File: src/rtl/wbu_chanmux.sv
// wbu_chanmux: multiplexes a bus-command stream and NCHAN 7-bit consoles over one 8-bit link.
// Ports: i_clk/i_reset clock and async reset; i_rx_* link receive; o_wbu_rx_* bus commands out;
// i_wbu_tx_*/o_wbu_tx_busy bus responses in; i_con_*/o_con_busy console TX requests;
// o_con_stb/o_con_data console RX; o_tx_*/i_tx_busy link transmit; o_rx_err malformed escape.
module wbu_chanmux #(
    parameter int         NCHAN = 4,
    parameter logic [6:0] ESC   = 7'h10,
    parameter logic [6:0] SEL0  = 7'h30
) (
    input  logic                 i_clk,
    input  logic                 i_reset,
    input  logic                 i_rx_stb,
    input  logic [7:0]           i_rx_data,
    output logic                 o_wbu_rx_stb,
    output logic [6:0]           o_wbu_rx_data,
    input  logic                 i_wbu_tx_stb,
    input  logic [6:0]           i_wbu_tx_data,
    output logic                 o_wbu_tx_busy,
    input  logic [NCHAN-1:0]     i_con_stb,
    input  logic [7*NCHAN-1:0]   i_con_data,
    output logic [NCHAN-1:0]     o_con_busy,
    output logic [NCHAN-1:0]     o_con_stb,
    output logic [6:0]           o_con_data,
    output logic                 o_tx_stb,
    output logic [7:0]           o_tx_data,
    input  logic                 i_tx_busy,
    output logic                 o_rx_err
);
    localparam int         CW  = (NCHAN > 1) ? $clog2(NCHAN) : 1;
    localparam logic [7:0] NC8 = 8'(NCHAN);

    typedef enum logic {RX_IDLE, RX_ESCD} rx_state_t;
    typedef enum logic [2:0] {TX_IDLE, TX_SELA, TX_SELB, TX_DATA, TX_LIT} tx_state_t;

    rx_state_t        rx_state_q, rx_state_d;
    logic [CW-1:0]    rx_chan_q, rx_chan_d;
    logic [NCHAN-1:0] con_stb_q, con_stb_d;
    logic [6:0]       con_data_q, con_data_d;
    logic             rx_err_q, rx_err_d;
    logic             wbu_rx_stb_q;
    logic [6:0]       wbu_rx_data_q;

    tx_state_t        tx_state_q, tx_state_d;
    logic [CW-1:0]    tx_chan_q, tx_chan_d;
    logic [6:0]       held_q, held_d;
    logic             tx_stb_q, tx_stb_d;
    logic [7:0]       tx_data_q, tx_data_d;
    logic             rdy_q;

    logic [6:0]       cdat, sel_k;
    logic             sel_ok, can_load, slot_free, gnt_ok;
    logic [CW-1:0]    gnt;
    logic [6:0]       gdat;

    assign cdat   = i_rx_data[6:0];
    assign sel_k  = cdat - SEL0;
    assign sel_ok = (cdat >= SEL0) && ({1'b0, sel_k} < NC8);

    always_comb begin
        rx_state_d = rx_state_q;
        rx_chan_d  = rx_chan_q;
        con_stb_d  = '0;
        con_data_d = con_data_q;
        rx_err_d   = 1'b0;
        if (i_rx_stb && !i_rx_data[7]) begin
            if (rx_state_q == RX_IDLE) begin
                if (cdat == ESC) rx_state_d = RX_ESCD;
                else begin
                    con_stb_d  = NCHAN'(1) << rx_chan_q;
                    con_data_d = cdat;
                end
            end else begin
                rx_state_d = RX_IDLE;
                if (cdat == ESC) begin
                    con_stb_d  = NCHAN'(1) << rx_chan_q;
                    con_data_d = ESC;
                end else if (sel_ok) rx_chan_d = sel_k[CW-1:0];
                else rx_err_d = 1'b1;
            end
        end
    end

    assign can_load  = !tx_stb_q || !i_tx_busy;
    assign slot_free = can_load && (tx_state_q == TX_IDLE);

    // Round-robin search runs from the farthest channel inward so the nearest
    // requester after tx_chan wins; the current channel overrides everything.
    always_comb begin
        gnt_ok = 1'b0;
        gnt    = '0;
        gdat   = '0;
        for (int i = NCHAN - 1; i >= 1; i--) begin
            if (i_con_stb[CW'((int'(tx_chan_q) + i) % NCHAN)]) begin
                gnt_ok = 1'b1;
                gnt    = CW'((int'(tx_chan_q) + i) % NCHAN);
            end
        end
        if (i_con_stb[tx_chan_q]) begin
            gnt_ok = 1'b1;
            gnt    = tx_chan_q;
        end
        gnt_ok = gnt_ok && slot_free && !i_wbu_tx_stb && rdy_q;
        for (int k = 0; k < NCHAN; k++)
            if (CW'(k) == gnt) gdat = i_con_data[7*k +: 7];
    end

    always_comb begin
        tx_state_d = tx_state_q;
        tx_chan_d  = tx_chan_q;
        held_d     = held_q;
        tx_stb_d   = tx_stb_q;
        tx_data_d  = tx_data_q;
        if (can_load) begin
            tx_stb_d = 1'b1;
            case (tx_state_q)
                TX_IDLE: begin
                    if (i_wbu_tx_stb) tx_data_d = {1'b1, i_wbu_tx_data};
                    else if (gnt_ok && gnt == tx_chan_q) begin
                        tx_data_d  = {1'b0, gdat};
                        tx_state_d = (gdat == ESC) ? TX_LIT : TX_IDLE;
                    end else if (gnt_ok) begin
                        tx_data_d  = {1'b0, ESC};
                        held_d     = gdat;
                        tx_chan_d  = gnt;
                        tx_state_d = TX_SELB;
                    end else tx_stb_d = 1'b0;
                end
                TX_SELA: begin
                    tx_data_d  = {1'b0, ESC};
                    tx_state_d = TX_SELB;
                end
                TX_SELB: begin
                    tx_data_d  = {1'b0, SEL0 + 7'(tx_chan_q)};
                    tx_state_d = TX_DATA;
                end
                TX_DATA: begin
                    tx_data_d  = {1'b0, held_q};
                    tx_state_d = (held_q == ESC) ? TX_LIT : TX_IDLE;
                end
                TX_LIT: begin
                    tx_data_d  = {1'b0, ESC};
                    tx_state_d = TX_IDLE;
                end
                default: begin
                    tx_stb_d   = 1'b0;
                    tx_state_d = TX_IDLE;
                end
            endcase
        end
    end

    always_ff @(posedge i_clk or posedge i_reset) begin
        if (i_reset) begin
            rx_state_q    <= RX_IDLE;
            rx_chan_q     <= '0;
            con_stb_q     <= '0;
            con_data_q    <= '0;
            rx_err_q      <= 1'b0;
            wbu_rx_stb_q  <= 1'b0;
            wbu_rx_data_q <= '0;
            tx_state_q    <= TX_IDLE;
            tx_chan_q     <= '0;
            held_q        <= '0;
            tx_stb_q      <= 1'b0;
            tx_data_q     <= '0;
            rdy_q         <= 1'b0;
        end else begin
            rx_state_q    <= rx_state_d;
            rx_chan_q     <= rx_chan_d;
            con_stb_q     <= con_stb_d;
            con_data_q    <= con_data_d;
            rx_err_q      <= rx_err_d;
            wbu_rx_stb_q  <= i_rx_stb && i_rx_data[7];
            wbu_rx_data_q <= (i_rx_stb && i_rx_data[7]) ? cdat : wbu_rx_data_q;
            tx_state_q    <= tx_state_d;
            tx_chan_q     <= tx_chan_d;
            held_q        <= held_d;
            tx_stb_q      <= tx_stb_d;
            tx_data_q     <= tx_data_d;
            rdy_q         <= 1'b1;
        end
    end

    assign o_wbu_rx_stb  = wbu_rx_stb_q;
    assign o_wbu_rx_data = wbu_rx_data_q;
    assign o_con_stb     = con_stb_q;
    assign o_con_data    = con_data_q;
    assign o_rx_err      = rx_err_q;
    assign o_tx_stb      = tx_stb_q;
    assign o_tx_data     = tx_data_q;
    assign o_wbu_tx_busy = !slot_free;
    assign o_con_busy    = ~(gnt_ok ? NCHAN'(1) << gnt : '0);
endmodule

File: config.mk
export PLATFORM = sky130hd
export DESIGN_NAME = wbu_chanmux
export DESIGN_NICKNAME = d
export VERILOG_FILES = /design/src/rtl/wbu_chanmux.sv
export SDC_FILE = /design/constraint.sdc
export NUM_CORES = 1
export LEC_CHECK = 0
export CAP_MARGIN = 25
export CORE_UTILIZATION = 41
export DETAILED_ROUTE_END_ITERATION = 10
export PLACE_DENSITY = 0.83
export SLEW_MARGIN = 15
export SYNTH_ARGS = -nofsm -noshare
export SYNTH_HDL_FRONTEND = slang
export SYNTH_SLANG_ARGS = --single-unit
export TNS_END_PERCENT = 30
File: constraint.sdc
create_clock -name i_clk -period 2.4 [get_ports i_clk]
set_clock_uncertainty 0.2 [all_clocks]
set_input_delay 0.24 -clock i_clk [delete_from_list [all_inputs] [get_ports i_clk]]
set_output_delay 0.24 -clock i_clk [all_outputs]
set_load 0.03 [all_outputs]
==> results of run 1 <==
## cell usage in the layout, fill, tap and decap left out, types with 6 or more instances in the layout
cell type,count
o21ai_0,17
mux2i_1,15
inv_1,7
clkdlybuf4s50_1,78
dfrtp_1,44
buf_6,8
o21a_1,6
nor2_1,9
clkbuf_8,6
a21oi_1,11
mux2_2,17
nand2_1,25
buf_4,36
## stage by stage
stage                     power (uW)  cells    util
after global placement          2785    421  0.6417
after global routing            3724    435  0.6841
after detailed placement        2828    421  0.6417
after CTS                       3438    432  0.6680
final                           3527    435  0.6841
after floorplan                 2065    237       -
## final cells by class
| type | count | area, um2 |
|---|---|---|
| Sequential cell | 45 | 1127 |
| Clock inverter | 1 | 30.03 |
| Clock buffer | 7 | 86.33 |
| Timing Repair Buffer | 126 | 1191 |
| Tap cell | 72 | 90.09 |
| Multi-Input combinational cell | 174 | 1274 |
| Inverter | 10 | 37.54 |
| Fill cell | 451 | 1772 |
## worst max path at each step
stage,startpoint,endpoint,cells past startpoint,slack [ns]
after floorplan,tx_state_q[1],held_q[3],7,-0.05
after global placement,i_con_stb[0],o_con_busy[0],6,-0.34
after detailed placement,i_con_stb[0],held_q[4],8,-0.38
after CTS,tx_state_q[1],tx_state_q[2],9,-0.08
after global routing,tx_chan_q[1],tx_state_q[2],8,-0.25
final,tx_chan_q[1],tx_state_q[2],8,-0.15
## routing by layer
metal  global-route usage  routed length [um]
met1               0.2339                2760
met2               0.3871                3399
met3              0.05862                 514
met4              0.06545                  87
met5                    0                   0
## repair_timing
action                                  4_1_cts  5_1_grt
endpoints found under the hold margin         0        0
gates resized for setup                      12       25
buffers inserted                              3        4
endpoints found under the setup margin       18       17
pin swaps                                     5        7
hold buffers                                  0        0
## critical path, delay by kind of cell (launching register included)
kind | cells | cell delay [ns]
AO/OA/AOI/OAI | 4 | 0.70
AND/OR/NAND/NOR | 1 | 0.52
flip-flops | 1 | 0.47
multiplexers | 2 | 0.43
buffers and inverters | 1 | 0.17
## sequential cells by signal, indices dropped and copies added (netlist names)
signal / cells
held_q: 7
o_con_data: 7
o_con_stb: 4
o_rx_err: 1
o_tx_data: 8
o_tx_stb: 1
o_wbu_rx_data: 7
o_wbu_rx_stb: 1
rdy_q: 1
rx_chan_q: 2
rx_state_q: 1
tx_chan_q: 2
tx_state_q: 3
## cells by family (layout without fill, tap and decap cells)
logic type / Yosys count / in the layout / synth area share
XOR/XNOR: 1 / 1 / 0.003607
flip-flops: 45 / 45 / 0.4637
AO/OA/AOI/OAI: 59 / 59 / 0.1561
multiplexers: 37 / 37 / 0.1623
AND/OR/NAND/NOR: 72 / 72 / 0.1607
buffers and inverters: 18 / 144 / 0.03143
adder cells (fa/ha/maj): 4 / 4 / 0.02061
other: 1 / 1 / 0.001544
## report_power, final
group          leakage (uW)  switching, uW  internal (uW)
Sequential         0.000558            142            962
Clock             0.0000585            245            340
Combinational       0.00109            908            930
==> metrics, run 1 <==
post-route ant nets 0; Pins Over Slew Limit 0; routability cong. around 0.8; CP Data Required Time ~2.4 ns; most area-consuming cells after synthesis dfrtp_1 (46%), mux2_2 (8.8%), mux2i_1 (7.4%), o21ai_0 (4.5%), nand2_1 (4.3%); Post-synth EDFFs 0; layout cell share with drive strength beyond 1 0.2507; Post-synth top cells dfrtp_1 (45), nand2_1 (28), o21ai_0 (22); Sink Count between 40 and 50; Period minus WS final roughly 2.5 ns; crit share post-route 1.061; Worst R2R Start tx_chan_q[1]; Reg-to-Reg End tx_state_q[2]; clk root buf clkbuf_8; DR vias/cell about 5.3; asr flop ratio synth 1.000; RSZ-0062 raised after global routing true; Crit. End Element flop; Avg Cell Area, Syn approximately 10 um2; Routed WL 6.761 mm; IO Port Bufs 85; initial DRC count ~130; initial antenna violation count 0; Die X a little under 80 um; All-Layer GR Usage 0.2108; first-pass GRT wire length just over 10 mm; Area Growth Syn to Fin 57.96%; Crit Path Category reg2reg; most instantiated library cell after synthesis dfrtp_1; Final Cell Area ~3800 um2; final hold viol count 0; Via Count around 2300; post-DP HPWL just over 5 mm; Layout Nets about 420; reg2reg path depth 8; CP Launch Type flop; top_reg_cell synth dfrtp_1; # setup viols final 12; I/O pin total between 80 and 90; Post-Syn Area around 2400 um2; H-tree depth 2; Min-Delay Path Class in2async; Yosys reg bits 45; largest net degree at the start of global routing 24; MaxCap Viol Count 0; crit path cell chain a21oi_1 -> o21ai_0 -> o2bb2a_1 -> buf_6 -> mux2i_1 -> mux2i_2 -> or4b_1 -> o21ai_1; wire length per cell approximately 16 um; Ys Warns 0; ANT cells 0; CTS buffer count 5; worst setup margin -0.1465 ns; vias in the first global route 2284; WP data arrival roughly 2.6 ns; violated checks negative setup slack; status complete, but fails checks; post-synth top area share 0.4637; Mapped Nets 293; Die Span Y around 80 um; Rows 27; largest area contributor in the netlist dfrtp_1; Netlist cell types 47; Pre-antenna DRT Iters 4; drt drc 0; register area share after synthesis 0.4637; Reg clk slew, reported paths 0.08 ns; critical path peak fanout 8; core area about 5600 um2; Leak approximately 0.0017 uW; grt total ovfl 0; FMAX between 0.3 and 0.4 GHz; reg2reg setup slack -0.15 ns; Clk Latency, worst-skew pair 0.29 ns; slowest cell on the critical path or4b_1; hold slack 0.08819 ns; CP max stage delay between 0.5 and 0.6 ns; worst-case clock buffer depth 2; CTS tree done; final setup TNS -0.4061 ns; Cells after Synth 237; Initial Util 0.4331; pre-CTS setup slack -0.3848 ns; VDD IR max approximately 0.00043 V; Power Density 919.4 nW/um2; DIE AREA roughly 6200 um2; cell area after placement approximately 3600 um2
No activity file was read; power rests on OpenSTA's default activity.
==> inputs of run 2 (changes only) <==
Settings changed: CORE_UTILIZATION 41 to 30, PLACE_DENSITY 0.83 to 0.65.
==> run 2 against run 1 <==
Effect of this change: cell count is 8.0% higher; largest power group unchanged; routed wire length fell by 1.8%; sequential power hardly changed; combinational power is essentially flat; register-to-register slack better by 0.15 ns; design area grew 1.9%; core utilization shrank 18 points; the flow still finishes with violations (negative setup slack).
==> metrics, run 2 (same netlist as run 1, synthesis figures left out) <==
status complete, but fails checks (unchanged); DIE AREA 8459 um2 (was 6235 um2); MaxCap Viol Count 0 (unchanged); normalized max-slew margin 0.5298; routability cong. 0.8323 (was 0.8019); Leak 0.001727 uW (was 0.001709 uW); pre-CTS setup slack -0.3709 ns (was -0.3848 ns); Pins Over Slew Limit 0 (unchanged); max reg flops 8 (unchanged); Area Growth Syn to Fin 61.00% (was 57.96%); Reg clk slew, reported paths 0.08 ns (about the same); initial DRC count 64 (was 125); Initial Util 0.3127 (was 0.4331); violated checks negative setup slack (unchanged); cell area after placement 3623 um2 (was 3598 um2); # fillers 734 (was 451); VDD IR max 0.0004580 V (was 0.0004345 V); Via Count 2232 (was 2306); post-DP HPWL 5.140 mm (was 5.085 mm); DR vias/cell 4.749 (was 5.301); ANT cells 0 (unchanged); RSZ-0062 raised after global routing true (unchanged); slowest cell on the critical path or3b_4 (was or4b_1); Final Cell Area 3910 um2 (was 3836 um2); Crit. End Element output port (was flop); Die X 91.98 um (was 78.97 um); Die Span Y 91.98 um (was 78.97 um); CP Launch Type flop (unchanged); Crit Path Category reg2out (was reg2reg); placed insts 451 (was 421); Rows 32 (was 27); I/O pin total 86 (unchanged); CP Data Required Time 1.96 ns (was 2.42 ns); worst-case clock buffer depth 2 (unchanged); crit share post-route 1.010 (was 1.061); Pre-antenna DRT Iters 4 (unchanged); Routed WL 6.638 mm (was 6.761 mm); Period minus WS final 2.423 ns (was 2.546 ns); worst setup margin -0.02317 ns (was -0.1465 ns); Power Density 921.4 nW/um2 (was 919.4 nW/um2); layout cell share with drive strength beyond 1 0.2527 (was 0.2507); largest net degree at the start of global routing 27 (was 24); Sink Count 45 (unchanged); CP max stage delay 0.40 ns (was 0.52 ns); WP data arrival 1.98 ns (was 2.57 ns); Layout Nets 423 (was 418); commonest non-fill, non-tap cell in the layout clkdlybuf4s50_1 (unchanged); Min-Delay Path Class in2async (unchanged); overall power 3603 uW (was 3527 uW); core area 7767 um2 (was 5608 um2); H-tree depth 2 (unchanged); Clk Latency, worst-skew pair 0.29 ns (about the same); crit path cell chain or3_4 -> nand2b_4 -> nor3b_4 -> or3b_4 -> buf_6 (was a21oi_1 -> o21ai_0 -> o2bb2a_1 -> buf_6 -> mux2i_1 -> mux2i_2 -> or4b_1 -> o21ai_1); first-pass GRT wire length 10.65 mm (was 10.17 mm); critical path peak fanout 2 (was 8); IO Port Bufs 85 (unchanged); most frequent cells in the layout clkdlybuf4s50_1 (78), dfrtp_1 (44), buf_4 (42) (was clkdlybuf4s50_1 (78), dfrtp_1 (44), buf_4 (36)); post-route ant nets 0 (unchanged); drt drc 0 (unchanged); Non-Filler Instances 470 (was 435); final hold viol count 0 (unchanged); Worst path top cell family by delay simple AND/OR/NAND/NOR gates (was compound AO/OA/AOI/OAI gates); CTS tree done (unchanged); CTS buffer count 5 (unchanged); worst slew pin tran 0.7053 ns; Hold Buf Count CTS 0 (unchanged); # setup viols final 1 (was 12); grt total ovfl 0 (unchanged); initial antenna violation count 0 (unchanged); clk root buf clkbuf_8 (unchanged); final setup TNS -0.02317 ns (was -0.4061 ns); Worst Path Buf+Inv 1 (unchanged); All-Layer GR Usage 0.1573 (was 0.2108); FMAX 0.4127 GHz (was 0.3927 GHz); vias in the first global route 2314 (was 2284); wire length per cell 14.12 um (was 15.54 um)
[run 2: cell count changes in the layout (fill, tap and decap cells not counted), moves of 2 or more]
| cell | previous run | this run |
|---|---|---|
| mux2i_2 | 3 | 1 |
| nand2_2 | 3 | 0 |
| nand2_1 | 25 | 28 |
| o21ai_1 | 5 | 0 |
| buf_4 | 36 | 42 |
| o21ai_0 | 17 | 22 |
[run 2: path summary, 6_finish.rpt]
check	startpoint	slack, ns	to	depth (start not counted)
min in group i_clk	held_q[5]	0.28	held_q[5]	2
max in group asynchronous	i_reset	1.25	tx_chan_q[1]	3
setup reg to reg	tx_chan_q[1]	0	tx_state_q[2]	9
hold reg to reg	held_q[5]	0.28	held_q[5]	2
hold / removal	i_reset	0.11	o_con_data[2]	2
setup / recovery	tx_state_q[0]	-0.02	o_con_busy[0]	5
[run 2: report_power, final]
| group | switching [uW] | internal [uW] |
|---|---|---|
| combinational | 898 | 950 |
| sequential | 128 | 962 |
| clock | 251 | 413 |
[run 2: stage by stage]
| step | hold WS (ns) | util |
|---|---|---|
| after global routing | 0.1453 | 0.5034 |
| after global placement | 0.2544 | 0.4665 |
| after detailed placement | 0.2662 | 0.4665 |
| after CTS | 0.1310 | 0.4961 |
| after floorplan | 0.1760 | - |
| final | 0.1081 | 0.5034 |
[run 2: final cells by class]
type / count / area (um2) / area share
timing repair buffer: 131 / 1215 / 0.3107
clock buffer: 5 / 68.82 / 0.01760
sequential: 45 / 1127 / 0.2883
clock inverter: 3 / 65.06 / 0.01664
multi-input combinational: 174 / 1269 / 0.3245
inverter: 10 / 37.54 / 0.009600
tap: 102 / 127.6 / 0.03264
[run 2: what timing repair did]
item,CTS,global route
pin swaps,4,5
setup endpoints to repair,17,18
cloned,0,0
buffers inserted,8,3
resized for setup,21,8
[run 2: per-layer routing]
metal  vias up  part of all wire  global-route usage
met1      1039              0.44              0.1946
met5         -                 0                   0
met3         8             0.089             0.05307
li1       1104                 -                   -
met2        81              0.46              0.2612
met4         0             0.011             0.04297
